===== src/rtl/rf_safe_shutdown_if.sv =====
`default_nettype none
// ============================================================================
// Module      : rf_safe_shutdown_if
// Description : Control/amplitude bundle between a controller (master) and
//               the RF safe-shutdown block (slave).
//               master drives : wd_warning, wd_triggered, clear, amp_in
//               slave drives  : amp_out, rf_enable, fault_latched, state,
//                               shutdown_count
// Revision    : 1.0 - initial release
// ============================================================================
interface rf_safe_shutdown_if #(
    parameter int WIDTH = 16
) ();
    logic             wd_warning;      // watchdog pre-expiry warning level
    logic             wd_triggered;    // watchdog expired level
    logic             clear;           // software acknowledge pulse
    logic [WIDTH-1:0] amp_in;          // requested carrier amplitude
    logic [WIDTH-1:0] amp_out;         // registered amplitude to modulator
    logic             rf_enable;       // registered RF output enable
    logic             fault_latched;   // sticky shutdown indication
    logic [2:0]       state;           // current FSM encoding
    logic [7:0]       shutdown_count;  // saturating count of RAMP entries

    modport master (
        output wd_warning, wd_triggered, clear, amp_in,
        input  amp_out, rf_enable, fault_latched, state, shutdown_count
    );

    modport slave (
        input  wd_warning, wd_triggered, clear, amp_in,
        output amp_out, rf_enable, fault_latched, state, shutdown_count
    );
endinterface
`default_nettype wire


===== src/rtl/rf_safe_shutdown.sv =====
`default_nettype none
// ============================================================================
// Module      : rf_safe_shutdown
// Description : Watchdog-driven RF output shutdown. Passes (or attenuates)
//               the requested amplitude, ramps it down to zero on watchdog
//               expiry, stays muted until acknowledged, dwells for a fixed
//               hold time, then ramps back up to the requested amplitude.
// Ports       : clk  - single clock, rising edge
//               rst  - asynchronous active-high reset
//               bus  - rf_safe_shutdown_if slave modport (watchdog levels,
//                      clear pulse, amplitude in/out, status outputs)
// Revision    : 1.0 - initial release
// ============================================================================
module rf_safe_shutdown #(
    parameter int WIDTH       = 16,
    parameter int RAMP_STEP   = 256,
    parameter int WARN_SHIFT  = 1,
    parameter int HOLD_CYCLES = 1024
) (
    input  wire logic         clk,
    input  wire logic         rst,
    rf_safe_shutdown_if.slave bus
);

    typedef enum logic [2:0] {
        ST_NORMAL  = 3'd0,
        ST_WARN    = 3'd1,
        ST_RAMP    = 3'd2,
        ST_MUTED   = 3'd3,
        ST_HOLD    = 3'd4,
        ST_RECOVER = 3'd5
    } state_t;

    localparam int                  c_hold_w    = (HOLD_CYCLES > 1) ? $clog2(HOLD_CYCLES) : 1;
    localparam logic [c_hold_w-1:0] c_hold_last = c_hold_w'(HOLD_CYCLES - 1);
    localparam logic [c_hold_w-1:0] c_hold_one  = c_hold_w'(1);
    // Two guard bits so the up-ramp sum can exceed the word without wrapping.
    localparam logic [WIDTH+1:0]    c_step      = (WIDTH+2)'(RAMP_STEP);

    state_t              r_state;
    logic [WIDTH-1:0]    r_amp;
    logic                r_rf;
    logic                r_fault;
    logic [7:0]          r_count;
    logic [c_hold_w-1:0] r_hold_cnt;

    logic [WIDTH+1:0]    w_amp_ext;
    logic [WIDTH+1:0]    w_in_ext;
    logic [WIDTH+1:0]    w_amp_up;
    logic [WIDTH-1:0]    w_amp_dec;
    logic [WIDTH-1:0]    w_amp_inc;
    logic [WIDTH-1:0]    w_amp_warn;
    logic                w_enter_ramp;

    assign w_amp_ext  = {2'b00, r_amp};
    assign w_in_ext   = {2'b00, bus.amp_in};
    assign w_amp_up   = w_amp_ext + c_step;
    // Down-ramp floors at zero instead of wrapping.
    assign w_amp_dec  = (w_amp_ext <= c_step) ? '0 : (r_amp - c_step[WIDTH-1:0]);
    // Up-ramp clamps to the live amp_in, so a lowered target takes effect at once.
    assign w_amp_inc  = (w_amp_up >= w_in_ext) ? bus.amp_in : w_amp_up[WIDTH-1:0];
    assign w_amp_warn = bus.amp_in >> WARN_SHIFT;

    // Watchdog expiry preempts everything in the states it may interrupt;
    // RAMP and MUTED ignore it. Unused encodings fall into RAMP as a fault.
    always_comb begin
        w_enter_ramp = 1'b0;
        case (r_state)
            ST_NORMAL, ST_WARN, ST_HOLD, ST_RECOVER: w_enter_ramp = bus.wd_triggered;
            ST_RAMP, ST_MUTED:                       w_enter_ramp = 1'b0;
            default:                                 w_enter_ramp = 1'b1;
        endcase
    end

    always_ff @(posedge clk or posedge rst) begin
        if (rst) begin
            r_state    <= ST_NORMAL;
            r_amp      <= '0;
            r_rf       <= 1'b0;
            r_fault    <= 1'b0;
            r_count    <= 8'd0;
            r_hold_cnt <= '0;
        end else if (w_enter_ramp) begin
            // amp_out is held so the ramp starts from the current level.
            r_state    <= ST_RAMP;
            r_rf       <= 1'b1;
            r_fault    <= 1'b1;
            r_hold_cnt <= '0;
            if (r_count != 8'hFF) begin
                r_count <= r_count + 8'd1;
            end
        end else begin
            case (r_state)
                ST_NORMAL, ST_WARN: begin
                    r_rf <= 1'b1;
                    if (bus.wd_warning) begin
                        r_state <= ST_WARN;
                        r_amp   <= w_amp_warn;
                    end else begin
                        r_state <= ST_NORMAL;
                        r_amp   <= bus.amp_in;
                    end
                end
                ST_RAMP: begin
                    r_rf <= 1'b1;
                    if (r_amp == '0) begin
                        r_state <= ST_MUTED;
                        r_rf    <= 1'b0;
                    end else begin
                        r_amp <= w_amp_dec;
                    end
                end
                ST_MUTED: begin
                    r_amp <= '0;
                    r_rf  <= 1'b0;
                    if (bus.clear && !bus.wd_triggered) begin
                        r_state    <= ST_HOLD;
                        r_fault    <= 1'b0;
                        r_hold_cnt <= '0;
                    end
                end
                ST_HOLD: begin
                    r_amp <= '0;
                    r_rf  <= 1'b0;
                    if (r_hold_cnt == c_hold_last) begin
                        r_state    <= ST_RECOVER;
                        r_rf       <= 1'b1;
                        r_hold_cnt <= '0;
                    end else begin
                        r_hold_cnt <= r_hold_cnt + c_hold_one;
                    end
                end
                ST_RECOVER: begin
                    r_rf <= 1'b1;
                    if (r_amp >= bus.amp_in) begin
                        r_state <= ST_NORMAL;
                        r_amp   <= bus.amp_in;
                    end else begin
                        r_amp <= w_amp_inc;
                    end
                end
                default: begin
                    r_state <= ST_RAMP;
                end
            endcase
        end
    end

    assign bus.amp_out        = r_amp;
    assign bus.rf_enable      = r_rf;
    assign bus.fault_latched  = r_fault;
    assign bus.state          = r_state;
    assign bus.shutdown_count = r_count;

endmodule
`default_nettype wire


===== src/flat_wrapper.sv =====
// flat-port wrapper written by rule: the top's interface ports become plain ports
module rf_safe_shutdown_flat 
#(
    parameter int WIDTH       = 16,
    parameter int RAMP_STEP   = 256,
    parameter int WARN_SHIFT  = 1,
    parameter int HOLD_CYCLES = 1024
)
  (clk, rst, bus_wd_warning, bus_wd_triggered, bus_clear, bus_amp_in, bus_amp_out, bus_rf_enable, bus_fault_latched, bus_state, bus_shutdown_count);
  rf_safe_shutdown_if #(.WIDTH(WIDTH)) bus_i ();
  input  wire logic clk;
  input  wire logic rst;
  input wire logic [$bits(bus_i.wd_warning)-1:0] bus_wd_warning;
  input wire logic [$bits(bus_i.wd_triggered)-1:0] bus_wd_triggered;
  input wire logic [$bits(bus_i.clear)-1:0] bus_clear;
  input wire logic [$bits(bus_i.amp_in)-1:0] bus_amp_in;
  output wire logic [$bits(bus_i.amp_out)-1:0] bus_amp_out;
  output wire logic [$bits(bus_i.rf_enable)-1:0] bus_rf_enable;
  output wire logic [$bits(bus_i.fault_latched)-1:0] bus_fault_latched;
  output wire logic [$bits(bus_i.state)-1:0] bus_state;
  output wire logic [$bits(bus_i.shutdown_count)-1:0] bus_shutdown_count;
  assign bus_i.wd_warning = bus_wd_warning;
  assign bus_i.wd_triggered = bus_wd_triggered;
  assign bus_i.clear = bus_clear;
  assign bus_i.amp_in = bus_amp_in;
  assign bus_amp_out = bus_i.amp_out;
  assign bus_rf_enable = bus_i.rf_enable;
  assign bus_fault_latched = bus_i.fault_latched;
  assign bus_state = bus_i.state;
  assign bus_shutdown_count = bus_i.shutdown_count;
  rf_safe_shutdown #(.WIDTH(WIDTH), .RAMP_STEP(RAMP_STEP), .WARN_SHIFT(WARN_SHIFT), .HOLD_CYCLES(HOLD_CYCLES)) u_core (.clk(clk), .rst(rst), .bus(bus_i));
endmodule

===== config.mk =====
export PLATFORM = sky130hd
export DESIGN_NAME = rf_safe_shutdown_flat
export DESIGN_NICKNAME = d
export VERILOG_FILES = /design/src/rtl/rf_safe_shutdown_if.sv /design/src/rtl/rf_safe_shutdown.sv /design/src/flat_wrapper.sv
export SDC_FILE = /design/constraint.sdc
export NUM_CORES = 1
export LEC_CHECK = 0
export ABC_CLOCK_PERIOD_IN_PS = 3500
export CORE_MARGIN = 4
export CORE_UTILIZATION = 30
export CTS_CLUSTER_DIAMETER = 200
export CTS_CLUSTER_SIZE = 16
export DETAILED_ROUTE_END_ITERATION = 8
export SLEW_MARGIN = 20
export SYNTH_ARGS = -nofsm -noshare
export SYNTH_HDL_FRONTEND = slang
export SYNTH_SLANG_ARGS = --single-unit
export TNS_END_PERCENT = 10

===== constraint.sdc =====
create_clock -name clk -period 3.5 [get_ports clk]
set_input_delay 0.7 -clock clk [delete_from_list [all_inputs] [get_ports clk]]
set_output_delay 0.7 -clock clk [all_outputs]
set_load 0.01 [all_outputs]

==> flow_summary.toml, run 1 <==
[timing]
rsz0062_at_grt = "false"
period_share = 0.9296
worst_slew_pin_slew_ns = 0.5945
max_freq_mhz = 307.3
finalHoldViolations = 0
period_needed_ns = 3.254
timing.setup.tns_ns = 0
holdWs_ns = 0.5020
worst_clock_skew_ns = 0.006023
finalSetupViolCount = 0
slew_viol_final = 0
setup_slack_ns = 0.2463
slew-limit-headroom = 0.6015

[floorplan]
rows = 36
die_width_um = 109.9
dieArea_um2 = 12080
start_util = 0.3131
io-pin-count = 50
core_um2 = 9955
fp.dieH_um = 109.9

[global_route]
grt_max_degree = 27
overflow = 0
grt_pass1_wl_um = 13960
grt_usage = 0.1440
grt_pass1_vias = 2796
antenna_found_initial = 0

[route]
routed_wl_um = 8313
wl_per_cell_um = 15.34
drc_errors = 0
viasPerCell = 5.315
vias = 2881
ant_nets = 0
drtIter0Drc = 144
dr.pass1.iters = 4

[clocking]
cts_max_path_buffers = 2
root_buffer = "clkbuf_8"
clock_latency_ns = 0.29
postCtsSetupBuffers = 0
htreeDepth = 2
clock-sinks = 39
cts_buffers = 5
clk_pin_slew_ns = 0.08
cts_tree = "done"
holdBufCountCts = 0

[pwr]
irDropWorstVdd_v = 0.0002844
pwr_density_cell_nw_per_um2 = 775.0
p_clk_frac = 0.130
power.share.combinational = 0.590
finalPower_mw = 3.014
p_switching_mw = 1.364
switching_share = 0.4527
leakagePower_nw = 1.688
intPower_mw = 1.650
seq_power_share = 0.280

[worst_setup_path]
worstPathCellList = "ha_1, and3_4, nand3_4, xnor2_1, ha_1, nand2_1, or2_2, a211oi_4, nor3_4, nand2b_4, a221o_1"
crit_path_max_incr_delay_ns = 0.55
worst_ep_arrival_time_ns = 3.43
critical_path_class = "flip-flop to flip-flop"
critPathTopFamily = "simple AND/OR/NAND/NOR gates"
cp_common_cell = "ha_1"
startpoint_type = "flip-flop"
cp_num_cells = 11
rrSetupSlack_ns = 0.25
crit_start = "u_core.bus.amp_out[9]"
cp_max_fo = 9
crit_buf_inv = 0
cp.required_ns = 3.67
crit_slowest_cell = "dfrtp_1"
crit_end = "u_core.bus.amp_out[0]"
rr_startpoint = "u_core.bus.amp_out[9]"
cp-end-kind = "flip-flop"
r2r_end = "u_core.bus.amp_out[0]"
rr_worst_depth = 11

[yosys]
syn_nets = 405
synth-main-ff-cell = "dfrtp_1"
ys_types = 59
syn_avg_cell_area_um2 = 8.804
synthArstFlopShare = 1.000
synth_edf_count = 0
ys_ff_latch = 39
synth-xor-area-share = 0.05620
synth_cells = 354
synth_top_family_by_area = "simple AND/OR/NAND/NOR gates"
synthAdderAreaFrac = 0.1204
yosys_warnings = 0
synth_compound_area_frac = 0.1999
synthMuxAreaShare = 0.01606
synth_seq_area_share = 0.3131
synth-simple-area-share = 0.2373
syn_area_um2 = 3117

[cells_and_area]
finish.utilization = 0.3906
nets = 459
layout-drive-gt1-share = 0.1002
synthToLayoutAreaGrowth_pct = 24.77
layout_common_cells = "49 x clkdlybuf4s50_1, 37 x dfrtp_1, 32 x nand2_1, 32 x nor2_1, 30 x ha_1"
final_common_cell = "clkdlybuf4s50_1"
antenna-diode-count = 0

[flow_run]
max_cap_viol_count = 0

[min_path]
worstHoldPathType = "flip-flop to flip-flop"
hold_start = "u_core.bus.shutdown_count[6]"

[place]
dp_hpwl_um = 6534
pre_cts_slack_ns = 0.1391
globalplace.congestion = 0.9314
portBuffers = 49

[outcome]
status = "completed"
==> registers in the layout (all words and copies together) (netlist names) <==
name / count
u_core.bus.fault_latched: 1
u_core.bus.state: 3
u_core.bus.shutdown_count: 8
u_core.bus.rf_enable: 1
u_core.bus.amp_out: 16
u_core.r_hold_cnt: 10
==> final cells by class <==
class	count	area, um^2
Tap cell	133	166.4
Clock inverter	2	35.03
Multi-Input combinational cell	278	1963
Sequential cell	39	978.4
Timing Repair Buffer	60	573.1
Inverter	24	90.09
Fill cell	1005	6066
Clock buffer	6	82.58
==> Yosys cell counts (2+ instances only) <==
cell type / n / area share
and3_1: 5 / 0.010
xor2_1: 11 / 0.031
nand2b_1: 8 / 0.016
o211ai_1: 3 / 0.0072
a221o_1: 8 / 0.026
or2_2: 2 / 0.0040
a21oi_1: 13 / 0.021
ha_1: 30 / 0.12
nor3_1: 13 / 0.021
o21ai_0: 21 / 0.034
buf_2: 3 / 0.0048
nand4_1: 8 / 0.016
a31oi_1: 5 / 0.010
o21a_1: 3 / 0.0072
nor4_1: 6 / 0.012
a221oi_1: 9 / 0.025
nand2_1: 32 / 0.039
dfrtp_1: 39 / 0.31
buf_6: 4 / 0.014
xnor2_1: 9 / 0.025
a31o_2: 2 / 0.0056
nor2_1: 32 / 0.039
clkbuf_1: 4 / 0.0048
mux2i_1: 5 / 0.016
o221ai_1: 2 / 0.0056
a211oi_1: 3 / 0.0072
nor3_2: 2 / 0.0064
nand3_1: 18 / 0.029
inv_1: 24 / 0.029
==> kinds of logic after synthesis <==
logic type               after synthesis
buffers and inverters                 37
multiplexers                           5
flip-flops                            39
XOR/XNOR                              20
AO/OA/AOI/OAI                         84
AND/OR/NAND/NOR                      139
adder cells (fa/ha/maj)               30
==> worst min-delay path by stage <==
| stage | to | slack, ns | depth (start not counted) |
|---|---|---|---|
| 6_report | u_core.bus.shutdown_count[6] | 0.50 | 1 |
| 5_1_grt | u_core.bus.shutdown_count[6] | 0.54 | 1 |
| 4_1_cts | u_core.r_hold_cnt[2] | 0.50 | 1 |
| 3_5_place_dp | u_core.bus.shutdown_count[6] | 0.49 | 1 |
| 3_3_place_gp | u_core.bus.shutdown_count[7] | 0.50 | 1 |
| 2_1_floorplan | u_core.r_hold_cnt[2] | 0.46 | 1 |
==> stage by stage <==
step	std cells	cell area, um^2
after global placement	534	3769
after floorplan	354	3117
after detailed placement	534	3769
final	542	3889
after CTS	542	3886
after global routing	542	3889
==> worst register-to-register path, stage by stage (launching register included) <==
cell and delay, ns:
dfrtp_1 0.55, ha_1 0.27, and3_4 0.22, nand3_4 0.09, xnor2_1 0.17, ha_1 0.31
nand2_1 0.11, or2_2 0.37, a211oi_4 0.34, nor3_4 0.14, nand2b_4 0.22, a221o_1 0.36
==> per-layer routing <==
layer / track usage / wire, um / vias up
met4: 0.03384 / 133 / 0
met2: 0.2266 / 3848 / 65
met1: 0.2048 / 3960 / 1394
li1: - / - / 1414
met5: 0 / 0 / -
met3: 0.02466 / 370 / 8
==> what timing repair did <==
item,4_1_cts,5_1_grt
resized for setup,0,2
setup endpoints to repair,0,3
endpoints found under the hold margin,0,0
==> power by group through the flow <==
| stage | combinational, mW | clock (mW) | sequential, mW |
|---|---|---|---|
| 2_1_floorplan | 1.16 | 0 | 0.822 |
| 3_3_place_gp | 1.76 | 0 | 0.850 |
| 3_5_place_dp | 1.78 | 0 | 0.851 |
| 4_1_cts | 1.79 | 0.404 | 0.844 |
| 5_1_grt | 1.99 | 0.417 | 0.880 |
| 6_report | 1.78 | 0.392 | 0.845 |
No activity file was read; power rests on OpenSTA's default activity.
==> run 2, diff against run 1 <==
--- a/config.mk
+++ b/config.mk
@@ -6,11 +6,11 @@
 export NUM_CORES = 1
 export LEC_CHECK = 0
 export ABC_CLOCK_PERIOD_IN_PS = 3500
-export CORE_MARGIN = 4
-export CORE_UTILIZATION = 30
+export CORE_UTILIZATION = 54
 export CTS_CLUSTER_DIAMETER = 200
 export CTS_CLUSTER_SIZE = 16
 export DETAILED_ROUTE_END_ITERATION = 8
+export PLACE_DENSITY = 0.8
 export SLEW_MARGIN = 20
 export SYNTH_ARGS = -nofsm -noshare
 export SYNTH_HDL_FRONTEND = slang
==> constraint.sdc (replaced) <==
create_clock -name clk -period 3.5 [get_ports clk]
set_input_delay 0.525 -clock clk [delete_from_list [all_inputs] [get_ports clk]]
set_output_delay 0.525 -clock clk [all_outputs]
set_load 0.01 [all_outputs]
==> flow_summary.toml, run 2 (synthesis gave the netlist of run 1 again) <==
[pwr]
leakagePower_nw = 1.666
pwr_density_cell_nw_per_um2 = 783.9
irDropWorstVdd_v = 0.0004940

[cells_and_area]
layout-drive-gt1-share = 0.09069
layout_common_cells = "49 x clkdlybuf4s50_1, 38 x dfrtp_1, 32 x nand2_1, 32 x nor2_1, 30 x ha_1"
largest_reg_flops = 16
final_common_cell = "clkdlybuf4s50_1"
fillers = 478
nets = 458
antenna-diode-count = 0
synthToLayoutAreaGrowth_pct = 21.00

[timing]
max_freq_mhz = 308.1
finalHoldViolations = 0
worst_slew_pin_slew_ns = 0.8745
slew_viol_final = 0
worst_clock_skew_ns = 0.009234
finalSetupViolCount = 0
rsz0062_at_grt = "false"
period_needed_ns = 3.246
holdWs_ns = 0.5052
setup_slack_ns = 0.2539
slew-limit-headroom = 0.4164
timing.setup.tns_ns = 0
period_share = 0.9274

[route]
routed_wl_um = 7986
dr.pass1.iters = 5
ant_nets = 0
drtIter0Drc = 268
vias = 2939
drc_errors = 0
wl_per_cell_um = 16.64
viasPerCell = 6.123

[worst_setup_path]
cp_max_fo = 9
cp-end-kind = "flip-flop"
cp.required_ns = 3.67
startpoint_type = "flip-flop"
critical_path_class = "flip-flop to flip-flop"
worst_ep_arrival_time_ns = 3.41
rrSetupSlack_ns = 0.25

[global_route]
overflow = 0
grt_max_degree = 23
grt_pass1_wl_um = 13610
grt_usage = 0.2820
antenna_found_initial = 0
grt_pass1_vias = 2883

[floorplan]
dieArea_um2 = 6079
die_width_um = 77.97
start_util = 0.5626
rows = 27
core_um2 = 5540
fp.dieH_um = 77.97
io-pin-count = 50

[place]
globalplace.congestion = 0.9213
dp_hpwl_um = 6156
pre_cts_slack_ns = 0.2812
portBuffers = 49

[clocking]
cts_tree = "done"
cts_buffers = 5
htreeDepth = 2
root_buffer = "clkbuf_8"
cts_max_path_buffers = 2
postCtsSetupBuffers = 0
clock_latency_ns = 0.30
clock-sinks = 39
cts.repair.resized = 0
clk_pin_slew_ns = 0.08
holdBufCountCts = 0

[outcome]
status = "completed"

[flow_run]
max_cap_viol_count = 0

[min_path]
worstHoldPathType = "flip-flop to flip-flop"
## run 2: layout make-up
| cell class | count | area [um^2] | area share |
|---|---|---|---|
| repair buffers | 59 | 565.5 | 0.1500 |
| inverters | 24 | 90.09 | 0.02389 |
| flip-flops and latches | 39 | 977.2 | 0.2591 |
| clock buffers | 6 | 72.57 | 0.01924 |
| well taps | 72 | 90.09 | 0.02389 |
| multi-input cells | 278 | 1963 | 0.5206 |
| clock inverters | 2 | 12.51 | 0.003318 |
## run 2: report_power, final
part	total [mW]	internal (mW)	switching, mW	leakage [nW]
combinational	1.84	0.835	1.01	1.12
clock	0.307	0.139	0.168	0.0412
sequential	0.808	0.597	0.212	0.505
total	2.96	1.57	1.39	1.67
## run 2: worst paths after layout
check | cells after the start | to | from
max | 12 | u_core.bus.amp_out[10] | u_core.bus.amp_out[8]
min | 1 | u_core.bus.shutdown_count[7] | u_core.bus.shutdown_count[7]
max reg2reg | 12 | u_core.bus.amp_out[10] | u_core.bus.amp_out[8]
min reg2reg | 1 | u_core.bus.shutdown_count[7] | u_core.bus.shutdown_count[7]
max in group asynchronous | 3 | u_core.r_hold_cnt[5] | rst
min in group asynchronous | 2 | u_core.bus.state[0] | rst
## run 2: stage by stage
stage	power (mW)	area, um^2	utilization	cells
3_5_place_dp	2.621	3685	0.6651	472
2_1_floorplan	1.986	3117	-	354
4_1_cts	2.938	3770	0.6804	480
3_3_place_gp	2.567	3685	0.6651	472
6_report	2.956	3771	0.6807	480
5_1_grt	3.170	3771	0.6807	480
## run 2: layer usage
layer / wire, um / up-vias / share of wire / track usage
met5: 0 / - / 0 / 0
met4: 198 / 0 / 0.025 / 0.09630
met3: 343 / 29 / 0.043 / 0.04118
met2: 3881 / 105 / 0.49 / 0.4646
met1: 3562 / 1387 / 0.45 / 0.3784
li1: - / 1418 / - / -
## run 2: worst max-delay path, stage by stage (launching register included)
cell	delay, ns
dfrtp_2	0.48
nand3_1	0.16
nor2_1	0.20
nand3_1	0.12
xnor2_1	0.30
ha_1	0.31
nand2_1	0.17
or2_2	0.19
o221a_4	0.20
o21ai_4	0.09
or3_2	0.57
a31oi_1	0.22
a21oi_1	0.11
==> run 3, diff against run 2 <==
--- a/config.mk
+++ b/config.mk
@@ -7,7 +7,7 @@
 export LEC_CHECK = 0
 export ABC_CLOCK_PERIOD_IN_PS = 3500
 export CORE_UTILIZATION = 54
-export CTS_CLUSTER_DIAMETER = 200
+export CTS_CLUSTER_DIAMETER = 100
 export CTS_CLUSTER_SIZE = 16
 export DETAILED_ROUTE_END_ITERATION = 8
 export PLACE_DENSITY = 0.8
==> results of run 3 <==
The final DEF is identical to that of run 2; final timing and power are the same.
